File: config.mk
export PLATFORM = sky130hd
export DESIGN_NAME = fixed_point_divider_param
export DESIGN_NICKNAME = d
export VERILOG_FILES = /design/src/rtl/fxdiv_pkg.sv /design/src/rtl/fxdiv_iter_counter.sv /design/src/rtl/fixed_point_divider_param.sv
export SDC_FILE = /design/constraint.sdc
export NUM_CORES = 1
export LEC_CHECK = 0
export BUFFER_PORTS_ARGS = -buffer_cell sky130_fd_sc_hd__buf_2
export CORE_MARGIN = 2
export CORE_UTILIZATION = 59
export DETAILED_ROUTE_END_ITERATION = 12
export PLACE_DENSITY = 0.8
export SYNTH_ARGS = -nofsm -noshare
export SYNTH_HDL_FRONTEND = slang
export SYNTH_SLANG_ARGS = --single-unit
File: constraint.sdc
create_clock -name clk -period 3.83 [get_ports clk]
set_input_delay 0.9575 -clock clk [delete_from_list [all_inputs] [get_ports clk]]
set_output_delay 0.9575 -clock clk [all_outputs]
set_load 0.01 [all_outputs]
File: src/rtl/fxdiv_pkg.sv
// ---------------------------------------------------------------------------
// fxdiv_pkg
// Shared types and helpers for the sequential fixed-point divider.
//   state_t      : controller states (IDLE, RUN, FIN)
//   sat_t        : saturation limits expressed as quotient magnitudes
//   calc_iters() : number of quotient bits produced, N = WIDTH + FRAC
//   sat_limits() : largest positive magnitude and most-negative magnitude
//                  for a given width and signedness
// ---------------------------------------------------------------------------
package fxdiv_pkg;

    typedef enum logic [1:0] {
        IDLE,
        RUN,
        FIN
    } state_t;

    typedef struct packed {
        logic [63:0] pos_max;   // largest representable positive value
        logic [63:0] neg_mag;   // magnitude of the most-negative value
    } sat_t;

    function automatic int unsigned calc_iters(input int unsigned width,
                                               input int unsigned frac);
        return width + frac;
    endfunction

    function automatic sat_t sat_limits(input int unsigned width,
                                        input logic        is_signed);
        sat_t s;
        s.neg_mag = 64'd1 << (width - 1);
        s.pos_max = is_signed ? (s.neg_mag - 64'd1) : ((s.neg_mag << 1) - 64'd1);
        return s;
    endfunction

endpackage

File: src/rtl/fxdiv_iter_counter.sv
// ---------------------------------------------------------------------------
// fxdiv_iter_counter
// Mod-N iteration counter with synchronous clear and enable.
//   i_clk  : clock
//   i_rst  : synchronous active-high reset (count -> 0)
//   i_clr  : synchronous clear (count -> 0)
//   i_en   : advance the count; wraps from N-1 to 0
//   o_tc   : terminal count, high while count == N-1
// ---------------------------------------------------------------------------
module fxdiv_iter_counter #(
    parameter int unsigned N = 14
) (
    input  logic i_clk,
    input  logic i_rst,
    input  logic i_clr,
    input  logic i_en,
    output logic o_tc
);

    localparam int unsigned    CW   = (N > 1) ? $clog2(N) : 1;
    localparam logic [CW-1:0]  LAST = CW'(N - 1);

    logic [CW-1:0] r_count;

    always_ff @(posedge i_clk) begin
        if (i_rst || i_clr) begin
            r_count <= '0;
        end else if (i_en) begin
            r_count <= (r_count == LAST) ? '0 : r_count + CW'(1);
        end
    end

    assign o_tc = (r_count == LAST);

endmodule

File: src/rtl/fixed_point_divider_param.sv
// ---------------------------------------------------------------------------
// fixed_point_divider_param
// Sequential restoring divider computing Q = (A << FRAC) / B, one quotient
// bit per cycle, with signed/unsigned mode, saturation and divide-by-zero.
//   clk         : clock
//   rst         : synchronous active-high reset
//   start       : request, sampled only while ready
//   signed_mode : 0 unsigned, 1 two's complement (captured with start)
//   a_in, b_in  : dividend / divisor (captured with start)
//   ready       : high in IDLE
//   done        : one-cycle pulse, results valid from this cycle
//   q_out       : quotient, same fixed-point format as the operands
//   ov          : quotient saturated
//   dvz         : divisor was zero
// ---------------------------------------------------------------------------
module fixed_point_divider_param
    import fxdiv_pkg::*;
#(
    parameter int unsigned WIDTH = 10,
    parameter int unsigned FRAC  = 4
) (
    input  logic             clk,
    input  logic             rst,
    input  logic             start,
    input  logic             signed_mode,
    input  logic [WIDTH-1:0] a_in,
    input  logic [WIDTH-1:0] b_in,
    output logic             ready,
    output logic             done,
    output logic [WIDTH-1:0] q_out,
    output logic             ov,
    output logic             dvz
);

    localparam int unsigned  N      = calc_iters(WIDTH, FRAC);
    localparam sat_t         SAT_U  = sat_limits(WIDTH, 1'b0);
    localparam sat_t         SAT_S  = sat_limits(WIDTH, 1'b1);
    localparam logic [N-1:0] LIM_U  = SAT_U.pos_max[N-1:0];
    localparam logic [N-1:0] LIM_SP = SAT_S.pos_max[N-1:0];
    localparam logic [N-1:0] LIM_SN = SAT_S.neg_mag[N-1:0];

    state_t           r_state, w_state_nx;
    logic             r_signed, r_neg, r_dvz_pend;
    logic [WIDTH-1:0] r_b;
    logic [WIDTH:0]   r_rem;
    logic [N-1:0]     r_dvd, r_quo;
    logic             r_done, r_ov, r_dvz;
    logic [WIDTH-1:0] r_q;

    logic             w_accept, w_run, w_tc, w_b_zero;
    logic             w_a_neg, w_b_neg, w_ge, w_ov;
    logic [WIDTH-1:0] w_a_mag, w_b_mag, w_mag_lo, w_q;
    logic [WIDTH:0]   w_rem_sh;
    logic [N-1:0]     w_lim, w_mag;

    assign w_accept = (r_state == IDLE) && start;
    assign w_run    = (r_state == RUN);
    assign w_b_zero = (b_in == '0);
    assign w_a_neg  = signed_mode & a_in[WIDTH-1];
    assign w_b_neg  = signed_mode & b_in[WIDTH-1];
    assign w_a_mag  = w_a_neg ? -a_in : a_in;
    assign w_b_mag  = w_b_neg ? -b_in : b_in;

    fxdiv_iter_counter #(
        .N (N)
    ) u_iter_cnt (
        .i_clk (clk),
        .i_rst (rst),
        .i_clr (w_accept),
        .i_en  (w_run),
        .o_tc  (w_tc)
    );

    always_ff @(posedge clk) begin
        if (rst) r_state <= IDLE;
        else     r_state <= w_state_nx;
    end

    always_comb begin
        w_state_nx = r_state;
        case (r_state)
            IDLE:    if (start) w_state_nx = w_b_zero ? FIN : RUN;
            RUN:     if (w_tc)  w_state_nx = FIN;
            FIN:     w_state_nx = IDLE;
            default: w_state_nx = IDLE;
        endcase
    end

    // One restoring step: bring in the next dividend bit, subtract if it fits.
    assign w_rem_sh = (r_rem << 1) | (WIDTH+1)'(r_dvd[N-1]);
    assign w_ge     = (w_rem_sh >= {1'b0, r_b});

    // Final formatting. A zero divisor is forced to the saturation limit of
    // the dividend's sign; r_neg holds that sign in the divide-by-zero case.
    always_comb begin
        w_lim    = !r_signed ? LIM_U : (r_neg ? LIM_SN : LIM_SP);
        w_ov     = !r_dvz_pend && (r_quo > w_lim);
        w_mag    = (r_dvz_pend || w_ov) ? w_lim : r_quo;
        w_mag_lo = w_mag[WIDTH-1:0];
        w_q      = r_neg ? -w_mag_lo : w_mag_lo;
    end

    always_ff @(posedge clk) begin
        if (rst) begin
            r_signed   <= 1'b0;
            r_neg      <= 1'b0;
            r_dvz_pend <= 1'b0;
            r_b        <= '0;
            r_rem      <= '0;
            r_dvd      <= '0;
            r_quo      <= '0;
            r_done     <= 1'b0;
            r_q        <= '0;
            r_ov       <= 1'b0;
            r_dvz      <= 1'b0;
        end else begin
            r_done <= 1'b0;
            case (r_state)
                IDLE: if (start) begin
                    r_signed   <= signed_mode;
                    r_neg      <= w_b_zero ? w_a_neg : (w_a_neg ^ w_b_neg);
                    r_dvz_pend <= w_b_zero;
                    r_b        <= w_b_mag;
                    r_rem      <= '0;
                    r_quo      <= '0;
                    r_dvd      <= N'(w_a_mag) << FRAC;
                end
                RUN: begin
                    r_rem <= w_ge ? (w_rem_sh - {1'b0, r_b}) : w_rem_sh;
                    r_dvd <= r_dvd << 1;
                    r_quo <= (r_quo << 1) | N'(w_ge);
                end
                FIN: begin
                    r_done <= 1'b1;
                    r_q    <= w_q;
                    r_ov   <= w_ov;
                    r_dvz  <= r_dvz_pend;
                end
                default: ;
            endcase
        end
    end

    assign ready = (r_state == IDLE);
    assign done  = r_done;
    assign q_out = r_q;
    assign ov    = r_ov;
    assign dvz   = r_dvz;

endmodule

==> results.md <==
- Status: finished, final reports clean
- Placed cells: 581
- Die Span Y: 85.3 um
- Fmax achieved: 287 MHz
- Final std cells w/o fill: 596
- Share of cells above drive strength 1: 13.1%
- Clock sinks: 66
- Slew at the pin closest to its max-slew limit: 0.829 ns
- Mean Syn Cell Area: 7.98 um^2
- CP endpoint kind: register
- Post-Syn Area: 0.00389 mm^2
- Vias: 3585
- Routed wire per std cell: 15.0 um
- Max Cap Violations: 0
- Delay-heaviest family, CP: compound AO/OA/AOI/OAI gates
- Synth async-reset ratio: 0%
- TritonCTS buffer count: 9
- # resized after CTS: 0
- Worst-case vdd ir drop: 252 uV
- Critical Path Max Stage Delay: 0.56 ns
- Post-synth EDFFs: 0
- Diode count: 0
- Combinational power share: 26.6%
- Register share of total power: 42.3%
- Area grow syn2layout: 9.86%
- CTS tree: yes
- DR iter-0 viols: 253
- Area occupied by multi-input gates: 0.00232 mm^2
- Reg area: 0.00132 mm^2
- HPWL Detailed: 6460 um
- Initial antenna violation count: 0
- Clk_skew: 0.0133 ns
- H-Tree Depth: 3
- Setup TNS: 0 ns
- Largest net degree at the start of global routing: 42
- Starting density of the core: 61.3%
- RSZ-0062 raised after global routing: false
- Clk_lat worst skew: 0.35 ns
- Power Density: 423 mW/mm^2
- GP Congestion: 0.926
- Antenna viol nets, final: 0
- Worst-path maximum fanout: 10
- Clock tree buffer depth: 2
- Number of port buffers: 37
- Filler Cell Count: 522
- Seq/Total Area, Yosys: 33.9%
- CTS clk-pin slew, worst paths: 0.07 ns
- Synthesis Warnings: 0
- Static leakage: 1.71 nW
- Total iterations of the first detailed-routing run: 5
- Area of the core: 0.00635 mm^2
- Max-slew headroom: 44.6%
- Post-synth top area share: 33.9%
- Final WS setup: 0.351 ns
- Hold crit path type: register to register
- Die area: 0.00727 mm^2
- First-pass GRT wire length: 15500 um
- Fin. Hold Viols: 0
- CTS root buffer: clkbuf_8
- Synth area leaders: dfxtp_1 34%, a21oi_1 6.0%, ha_1 5.8%, nor2_1 5.3%, nand2_1 4.3%
- WP data required: 4.07 ns
- Io pins: 38
- Via-to-Cell Ratio: 6.02
- Die X: 85.3 um
- Vias in the first global route: 3400
- Crit path cell chain: nor2b_1, ha_1, o2111ai_1, o2111ai_1, a211o_1, o41a_1, nand2_1, buf_4, a22o_1, ha_1, nand2_1, o311ai_0, o41ai_1, a21oi_1, a21oi_1
- Final WL: 8960 um
- Final min period: 3.48 ns
- WP buf/inv: 1
- Synth top cells by count: 66 x dfxtp_1, 55 x nor2_1, 47 x a21oi_1, 45 x nand2_1, 32 x inv_1
- Cts hold-fix bufs: 0
- # DRC: 0
- Slew Limit Fails: 0
- CP max-delay cell: dfxtp_1
- Number of nets in the layout: 558
- Syn Inst Count: 488
- R2R Setup Slk: 0.35 ns
- P_int: 1.22 mW
- Total track usage: 26.2%
- Mapped Nets: 531
- Netlist cell types: 64
- Worst Path Arrival: 3.72 ns
- Most common cell in the netlist: dfxtp_1
- Util after Layout: 67.4%
- Setup Slack @ Placement: 0.430 ns
- Global route overflow: 0
- Prevailing post-synth register cell: dfxtp_1
- Postcts setup bufs: 0
- Clock share of power: 31.1%
- Yosys reg bits: 66
- Switching portion of total power: 32.4%
- Leading area contributor after synthesis: dfxtp_1
- Ratio of final minimum period to clock period: 90.8%
- Final setup fails: 0
- CP Class: register to register
- Worst setup SP type: register
- Core Rows: 29
- Net load switching power: 586 uW
==> stage by stage <==
step / cell area (um^2) / power (mW) / hold WS [ns]
final: 4280 / 1.81 / 0.455
after global routing: 4280 / 1.92 / 0.475
after CTS: 4280 / 1.82 / 0.462
after detailed placement: 4100 / 1.25 / 0.452
after global placement: 4100 / 1.24 / 0.444
after floorplan: 3890 / 1.15 / 0.437
==> flip-flops by register name, summed over array words and instances (netlist names), 2 cells and up <==
signal              count
r_quo                  14
q_out                  10
r_b                    10
r_dvd                  10
r_rem                  10
u_iter_cnt.r_count      4
r_state                 2
==> metal layers <==
metal / up-vias / GRT usage, % / part of all wire [%]
li1: 1810 / - / -
met1: 1644 / 35.5 / 47
met2: 115 / 40.8 / 46
met3: 16 / 5.25 / 5.6
met4: 0 / 10.7 / 1.6
met5: - / 0 / 0
==> cell families after synthesis <==
group	count (synthesis)	share of synthesized area, %
flip-flops	66	33.9
AO/OA/AOI/OAI	156	26.8
AND/OR/NAND/NOR	159	19.9
XOR/XNOR	21	4.72
buffers and inverters	60	6.59
adder cells (fa/ha/maj)	19	6.30
multiplexers	7	1.80
==> layout make-up <==
class,instances,share of cell area (%)
clock buffer,10,2.98
clock inverter,5,1.32
inverter,34,3.10
multi-input combinational,362,54.3
sequential,66,30.9
tap,77,2.25
timing repair buffer,42,5.20
==> worst min-delay path, stage by stage, from the launching register on <==
cell and delay (ns):
dfxtp_1 0.31, nand2_1 0.05, a21oi_1 0.05
==> path summary, 6_finish.rpt <==
path | startpoint | end | depth (start not counted)
worst min register to register | q_out[3] | q_out[3] | 2
worst max register to register | r_signed | q_out[8] | 15
worst max-delay path | r_signed | q_out[8] | 15
worst min-delay path | q_out[3] | q_out[3] | 2
==> placed cells by master (no fill, tap or decap), drive strengths merged, types with 4 or more instances in the layout <==
master	n
a211oi	6
a21o	5
a21oi	47
a221oi	8
a22o	11
a22oi	5
a311oi	4
a31oi	7
buf	42
clkbuf	10
clkinv	4
dfxtp	66
ha	18
inv	33
mux2i	7
nand2	46
nand2b	8
nand3	5
nor2	55
nor2b	5
nor3	9
nor4	7
o2111ai	4
o211ai	4
o21a	5
o21ai	28
o21bai	4
or3	6
xnor2	19
==> power by group through the flow <==
| stage | Combinational [mW] | Clock [mW] | Sequential [mW] |
|---|---|---|---|
| 5_1_grt | 0.540 | 0.607 | 0.770 |
| 3_5_place_dp | 0.473 | 0 | 0.780 |
| 2_1_floorplan | 0.387 | 0 | 0.766 |
| 3_3_place_gp | 0.463 | 0 | 0.778 |
| 4_1_cts | 0.479 | 0.573 | 0.764 |
| 6_report | 0.481 | 0.563 | 0.764 |
Note: power is estimated with default switching activity, not from simulation.
